$ cat config.mk
export PLATFORM = sky130hd
export DESIGN_NAME = mem_arbiter
export DESIGN_NICKNAME = d
export VERILOG_FILES = /design/src/rtl/mem_arb_pkg.sv /design/src/rtl/rr_pick.sv /design/src/rtl/mem_arbiter.sv
export SDC_FILE = /design/constraint.sdc
export NUM_CORES = 1
export LEC_CHECK = 0
export CORE_AREA = 2 2 71 141
export DETAILED_ROUTE_END_ITERATION = 7
export DIE_AREA = 0 0 73 143
export GPL_TIMING_DRIVEN = 1
export PLACE_DENSITY = 0.78
export SYNTH_ARGS = -nofsm -noshare
export SYNTH_HDL_FRONTEND = slang
export SYNTH_SLANG_ARGS = --single-unit
$ cat constraint.sdc
create_clock -name clock -period 2.6 [get_ports clock]
set_input_delay 0.52 -clock clock [delete_from_list [all_inputs] [get_ports clock]]
set_output_delay 0.52 -clock clock [all_outputs]
set_load 0.005 [all_outputs]
$ cat src/rtl/mem_arb_pkg.sv
// Shared types and constants for the SRAM controller arbiter.
package mem_arb_pkg;

    localparam int unsigned AW_DEF    = 10;
    localparam int unsigned DW_DEF    = 16;

    localparam int unsigned PORT_CPU  = 0;
    localparam int unsigned PORT_LOAD = 1;
    localparam int unsigned PORT_SCAN = 2;

    localparam logic [15:0] TIMEOUT_DATA = 16'hDEAD;

    typedef enum logic [1:0] {
        StIdle,
        StCmd,
        StWait
    } arb_state_t;

endpackage

$ cat src/rtl/rr_pick.sv
// Combinational N-way round-robin picker: first requester at or after the pointer wins.
module rr_pick
    import mem_arb_pkg::*;
#(
    parameter int unsigned N  = 3,
    parameter int unsigned PW = 2
) (
    input  logic [N-1:0]  i_req,
    input  logic [PW-1:0] i_ptr,
    output logic [N-1:0]  o_grant,
    output logic [PW-1:0] o_idx,
    output logic          o_any
);

    localparam int unsigned SW = PW + 1;

    logic [N-1:0]  w_rot;
    logic [SW-1:0] w_sum;

    // Rotate so that bit 0 is the port the pointer names.
    assign w_rot = N'({i_req, i_req} >> i_ptr);

    always_comb begin
        o_any = 1'b0;
        o_idx = '0;
        w_sum = '0;
        for (int unsigned i = 0; i < N; i++) begin
            if (!o_any && w_rot[i]) begin
                o_any = 1'b1;
                w_sum = {1'b0, i_ptr} + SW'(i);
                if (w_sum >= SW'(N)) begin
                    w_sum = w_sum - SW'(N);
                end
                o_idx = w_sum[PW-1:0];
            end
        end
    end

    assign o_grant = N'(1) << o_idx;

endmodule

$ cat src/rtl/mem_arbiter.sv
// Arbitrates word requests from up to N requesters onto the single-port SRAM controller.
module mem_arbiter
    import mem_arb_pkg::*;
#(
    parameter int unsigned N       = 3,
    parameter int unsigned AW      = AW_DEF,
    parameter int unsigned DW      = DW_DEF,
    parameter int unsigned RR      = 1,
    parameter int unsigned TIMEOUT = 15
) (
    input  logic            clock,
    input  logic            reset,
    input  logic [N-1:0]    i_req,
    input  logic [N-1:0]    i_we,
    input  logic [N*AW-1:0] i_addr,
    input  logic [N*DW-1:0] i_wdata,
    output logic [N-1:0]    o_ack,
    output logic [DW-1:0]   o_rdata,
    output logic            o_err,
    output logic            o_busy,
    output logic [AW-1:0]   o_m_addr,
    output logic [DW-1:0]   o_m_d,
    output logic            o_m_rd,
    output logic            o_m_wr,
    input  logic [DW-1:0]   i_m_q,
    input  logic            i_m_wait
);

    localparam int unsigned PW = $clog2(N);
    localparam int unsigned CW = $clog2(TIMEOUT + 1);

    arb_state_t    r_state;
    logic [PW-1:0] r_ptr;
    logic [PW-1:0] r_g;
    logic [N-1:0]  r_gnt;
    logic          r_wr_op;
    logic [CW-1:0] r_cnt;
    logic [N-1:0]  r_ack;
    logic          r_err;
    logic [DW-1:0] r_rdata;
    logic [AW-1:0] r_m_addr;
    logic [DW-1:0] r_m_d;
    logic          r_m_rd;
    logic          r_m_wr;

    logic [N-1:0]  w_grant;
    logic [PW-1:0] w_idx;
    logic          w_any;
    logic [PW-1:0] w_ptr_next;

    rr_pick #(
        .N  (N),
        .PW (PW)
    ) u_rr_pick (
        .i_req   (i_req),
        .i_ptr   (r_ptr),
        .o_grant (w_grant),
        .o_idx   (w_idx),
        .o_any   (w_any)
    );

    assign w_ptr_next = (r_g == PW'(N - 1)) ? '0 : r_g + PW'(1);

    always_ff @(posedge clock) begin
        if (reset) begin
            r_state  <= StIdle;
            r_ptr    <= '0;
            r_g      <= '0;
            r_gnt    <= '0;
            r_wr_op  <= 1'b0;
            r_cnt    <= '0;
            r_ack    <= '0;
            r_err    <= 1'b0;
            r_rdata  <= '0;
            r_m_addr <= '0;
            r_m_d    <= '0;
            r_m_rd   <= 1'b0;
            r_m_wr   <= 1'b0;
        end else begin
            r_ack <= '0;
            r_err <= 1'b0;
            unique case (r_state)
                StIdle: begin
                    if (w_any && !i_m_wait) begin
                        r_g      <= w_idx;
                        r_gnt    <= w_grant;
                        r_wr_op  <= i_we[w_idx];
                        r_m_addr <= i_addr[w_idx*AW +: AW];
                        r_m_d    <= i_wdata[w_idx*DW +: DW];
                        r_m_rd   <= ~i_we[w_idx];
                        r_m_wr   <= i_we[w_idx];
                        r_state  <= StCmd;
                    end
                end
                StCmd: begin
                    r_m_rd  <= 1'b0;
                    r_m_wr  <= 1'b0;
                    r_cnt   <= '0;
                    r_state <= StWait;
                end
                StWait: begin
                    if (!i_m_wait) begin
                        if (!r_wr_op) begin
                            r_rdata <= i_m_q;
                        end
                        r_ack   <= r_gnt;
                        r_ptr   <= (RR != 0) ? w_ptr_next : '0;
                        r_state <= StIdle;
                    end else if (r_cnt == CW'(TIMEOUT - 1)) begin
                        // Controller never released: abort with a recognisable sentinel.
                        r_ack   <= r_gnt;
                        r_err   <= 1'b1;
                        r_rdata <= DW'(TIMEOUT_DATA);
                        r_ptr   <= (RR != 0) ? w_ptr_next : '0;
                        r_state <= StIdle;
                    end else begin
                        r_cnt <= r_cnt + CW'(1);
                    end
                end
                default: r_state <= StIdle;
            endcase
        end
    end

    assign o_ack    = r_ack;
    assign o_err    = r_err;
    assign o_rdata  = r_rdata;
    assign o_busy   = (r_state != StIdle);
    assign o_m_addr = r_m_addr;
    assign o_m_d    = r_m_d;
    assign o_m_rd   = r_m_rd;
    assign o_m_wr   = r_m_wr;

endmodule

[Yosys cells after proc, flatten, opt, wreduce, memory -nomap -nowiden]
Index checks and enable logic that the tools add are counted.
Operators by class
  bitwise gates (word level): 3
  reductions and logical operators: 18
  add/sub/neg operators: 7
  shift operators: 4
  muxes and demuxes: 31
  multipliers: 1
  equal/unequal tests: 10
  magnitude comparators: 4
Operators with widths (number)
  $mux 16: 3
  $shiftx 48x7->16: 1
  $shiftx 30x7->10: 1
  $mux 2: 12
  $mux 4: 2
  $ne 2x2->1 const B: 4
  $pmux 4 s2: 1
  $reduce_and 2->1: 4
  $mux 1: 7
  $ge 3x2->1 const B: 2
  $mux 3: 2
  $pmux 2 s3: 1
  $reduce_and 3->1: 2
  $reduce_bool 2->1: 3
  $shr 6x2->3: 1
  $sub 2x2->2 const B: 3
  $mul 2x3->5 const B: 1
  $add 4x1->4 const B: 1
  $eq 2x2->1 const B: 2
  $eq 4x4->1 const B: 1
  $pmux 1 s2: 2
  $add 2x1->3 const B: 1
  $add 2x2->3 const B: 1
  $logic_and 1x1->1: 3
  13 further kinds: 17
Storage, ports and cells
  word-level logic and storage cells: 91
  register bits: 62

[Logic depth before layout (Yosys ltp)]
  word-level depth: 13
  depth in mapped cells: 10
  mapped depth without buffers: 8

[Modules after synthesis]
A second synthesis with hierarchy kept.
Unflattened totals
  cells, all modules: 317
  area, all modules: 3209.3 µm²
Modules (own cells, without submodules)
  mem_arbiter: area an instance 2939.1 µm², times used 1, cells an instance 285
  rr_pick: area an instance 270.3 µm², times used 1, cells an instance 32

[Worst setup path after synthesis]
No wires, ideal clock.
  path kind: input port to flip-flop
  from: input i_req[0]
  to: register r_m_d[11], in the netlist o_m_d[11]
  setup slack: 142 ps
  data arrival time: 2377 ps
  stages on the path: 8
  required time: 2519 ps
  cells stage by stage: buf_4 > and4b_1 > or4_4 > or3_4 > a21oi_4 > buf_6 > o21ai_2 > a211oi_2
Between the ends
  longest elaborated chain between the ends: 10
RTL lines
  start, declared: RTL line mem_arbiter.sv:13  | input logic [N-1:0] i_req,
  $shr 6x2->3 (*): RTL line rr_pick.sv:21  | assign w_rot = N'({i_req, i_req} >> i_ptr);
  parallel branches: the longest is 9 deep, another holds $shiftx 48x7->16
  end signal, assigned: RTL line mem_arbiter.sv:89  | r_m_d <= i_wdata[w_idx*DW +: DW];
  end, declared: RTL line mem_arbiter.sv:42  | logic [DW-1:0] r_m_d;
Every way passes the cells marked *.
A chain may end at the register's enable or synchronous reset.

[Worst setup path after layout]
  from: input i_req[0]
  to: register r_m_d[2], in the netlist o_m_d[2]
Same word-level chain as after synthesis.

==> metrics.md <==
| Metric | Value |
|---|---|
| Worst setup path class | `primary input to flip-flop` |
| Top cells by count, synth | `dfxtp_1 (62), nor2_1 (54), nor3_1 (30)` |
| Worst vdd ir | `0.376 mV` |
| Placement row count | `50` |
| Fillers | `830` |
| Wire per inst | `17.0 microns` |
| Core Area | `9320 sq um` |
| Synth warn | `0` |
| Worst-Margin Slew | `0.673 ns` |
| Clk slew on worst S/H paths | `0.06 ns` |
| Total CTS buffers | `9` |
| Asr flop ratio synth | `0` |
| Initial core utilization | `0.344` |
| Mapped Avg Cell Area | `8.69 sq um` |
| Fin util | `0.576` |
| Die area | `10,400 sq um` |
| CTS tree | `yes` |
| Clk_skew | `0.0120 ns` |
| Vias | `3,501` |
| Hold WS | `0.455 ns` |
| Yosys top cell area share | `0.387` |
| Run status | `completed` |
| Pwr/cell area | `571 nW/um^2` |
| Layout cells sized above 1 | `0.155` |
| H-tree levels | `3` |
| Total grt overflow | `0` |
| Headroom to the max-slew limit | `0.551` |
| Antenna viol nets, final | `0` |
| Startpoint Class | `primary input` |
| Largest net degree at the start of global routing | `39` |
| Pre-CTS WS | `-0.430 ns` |
| GRT Util Overall | `0.210` |
| Power, Total | `3.06 mW` |
| Max Cap Viol | `0` |
| CP max FO | `13` |
| EDFF count, synth | `0` |
| CTS Root Cell | `clkbuf_16` |
| Achievable Freq | `0.412 GHz` |
| HPWL after detailed placement | `7.85 mm` |
| Pre-Repair DR Iteration Count | `4` |
| Synth top area cells | `dfxtp_1 (39%), a211oi_2 (7.8%), a221oi_1 (7.1%)` |
| Fin crit share | `0.933` |
| GP Congestion | `0.842` |
| Die Span Y | `143 microns` |
| Yosys top cell by area | `dfxtp_1` |
| #FFs+latches synth | `62` |
| Endpoint class of the critical path | `flip-flop` |
| Vias in the first global route | `3,717` |
| P&R area growth vs syn | `67.4%` |
| Input/output buffers | `151` |
| Unique cell type count in the Yosys netlist | `49` |
| Post-Syn Nets | `476` |
| Initial antenna violation count | `0` |
| Nets | `631` |
| Area of the mapped netlist | `3210 sq um` |
| # IOs | `152` |
| Via density | `5.53` |
| Die Width | `73 microns` |
| CTS Sinks | `62` |
| Post-synthesis sequential area ratio | `0.387` |
| Antenna diode count | `0` |
| Hold Crit Class | `flip-flop to flip-flop` |
| Critical Path RT | `2.85 ns` |
| RSZ-0062 raised after global routing | `no` |
| Clock latency on the worst-skew pair | `0.33 ns` |
| DRC viols | `0` |
| Largest buffer count on any clock path | `2` |
| Slew Limit Fails | `0` |
| Top-count cell post-synth | `dfxtp_1` |
| Endpoints failing hold | `0` |
| Post-synth top flop | `dfxtp_1` |
| Cell count after synthesis | `369` |
| Leakage Power | `1.92 nW` |
| Crit path DAT | `2.67 ns` |
| Final setup viols | `0` |
| DRT iter0 DRCs | `110` |
| Final worst path period need | `2.43 ns` |
| Final setup margin | `0.174 ns` |
| Post-CTS Hold Buffers | `0` |
| Routed WL | `10.7 mm` |
| First-pass GRT wire length | `17.1 mm` |
per-layer routing:
metal | track usage | vias to the layer above | part of all wire
li1 | - | 1690 | -
met1 | 0.200 | 1626 | 0.34
met2 | 0.391 | 152 | 0.56
met3 | 0.0543 | 33 | 0.059
met4 | 0.118 | 0 | 0.043
met5 | 0 | - | 0
flip-flops by register name, summed over array words and instances (netlist names):
register  cells
o_ack         3
o_err         1
o_m_addr     10
o_m_d        16
o_m_rd        1
o_m_wr        1
o_rdata      16
r_cnt         4
r_g           2
r_gnt         3
r_ptr         2
r_state       2
r_wr_op       1
cell usage in the layout (no fill, tap or decap), drive strengths merged, types with 5 or more instances in the layout:
master,count
nor2,54
mux2i,5
clkdlybuf4s50,147
clkbuf,10
nand2,14
buf,24
inv,10
nand3,10
nor2b,5
o21ai,30
dfxtp,62
a21oi,13
a211oi,30
nor3,30
a221oi,26
repair_timing:
action                                  4_1_cts  5_1_grt
endpoints found under the hold margin         0        0
pin swaps                                     3        2
gates cloned                                  2        1
resized for setup                             4        4
buffers inserted                              2        0
endpoints found under the setup margin       23       30
worst paths after layout:
check,from,to,slack (ns),cells past startpoint
hold / removal,o_rdata[6],o_rdata[6],0.46,2
setup reg to reg,r_ptr[1],o_m_d[2],0.23,10
hold reg to reg,o_rdata[6],o_rdata[6],0.46,2
setup / recovery,i_req[0],o_m_d[2],0.17,10
stage by stage:
step	cell area (sq um)	TNS, ns	cells
2_1_floorplan	3210	0	369
3_3_place_gp	4930	-10.20	612
3_5_place_dp	4930	-11.37	612
4_1_cts	5330	0	632
5_1_grt	5370	0	633
6_report	5370	0	633
critical path: stages:
cell           delay (ns)
dlygate4sd2_1        0.27
buf_4                0.17
nor4bb_1             0.14
or4_4                0.47
or3_4                0.37
a21oi_4              0.16
buf_4                0.15
buf_16               0.15
o21ai_2              0.06
a211oi_2             0.21
layout make-up:
cell class	count	area, sq um	area share
Multi-Input combinational cell	268	1810	0.337
Inverter	7	26.3	0.00489
Sequential cell	62	1240	0.231
Tap cell	104	130	0.0242
Timing Repair Buffer	176	1830	0.341
Clock buffer	9	225	0.0419
Clock inverter	7	103	0.0191
report_power, final:
part	switching, mW	internal, mW
Combinational	0.299	0.410
Clock	0.451	0.850
Sequential	0.0391	1.01
Total	0.789	2.27
kinds of logic (layout without fill, tap and decap cells):
| group | count (synthesis) | in the layout | synth area share |
|---|---|---|---|
| AND/OR/NAND/NOR | 145 | 145 | 0.229 |
| multiplexers | 6 | 6 | 0.0191 |
| adder cells (fa/ha/maj) | 4 | 4 | 0.0156 |
| flip-flops | 62 | 62 | 0.387 |
| buffers and inverters | 39 | 199 | 0.0542 |
| AO/OA/AOI/OAI | 113 | 113 | 0.295 |
(Power assumes the default switching activity.)
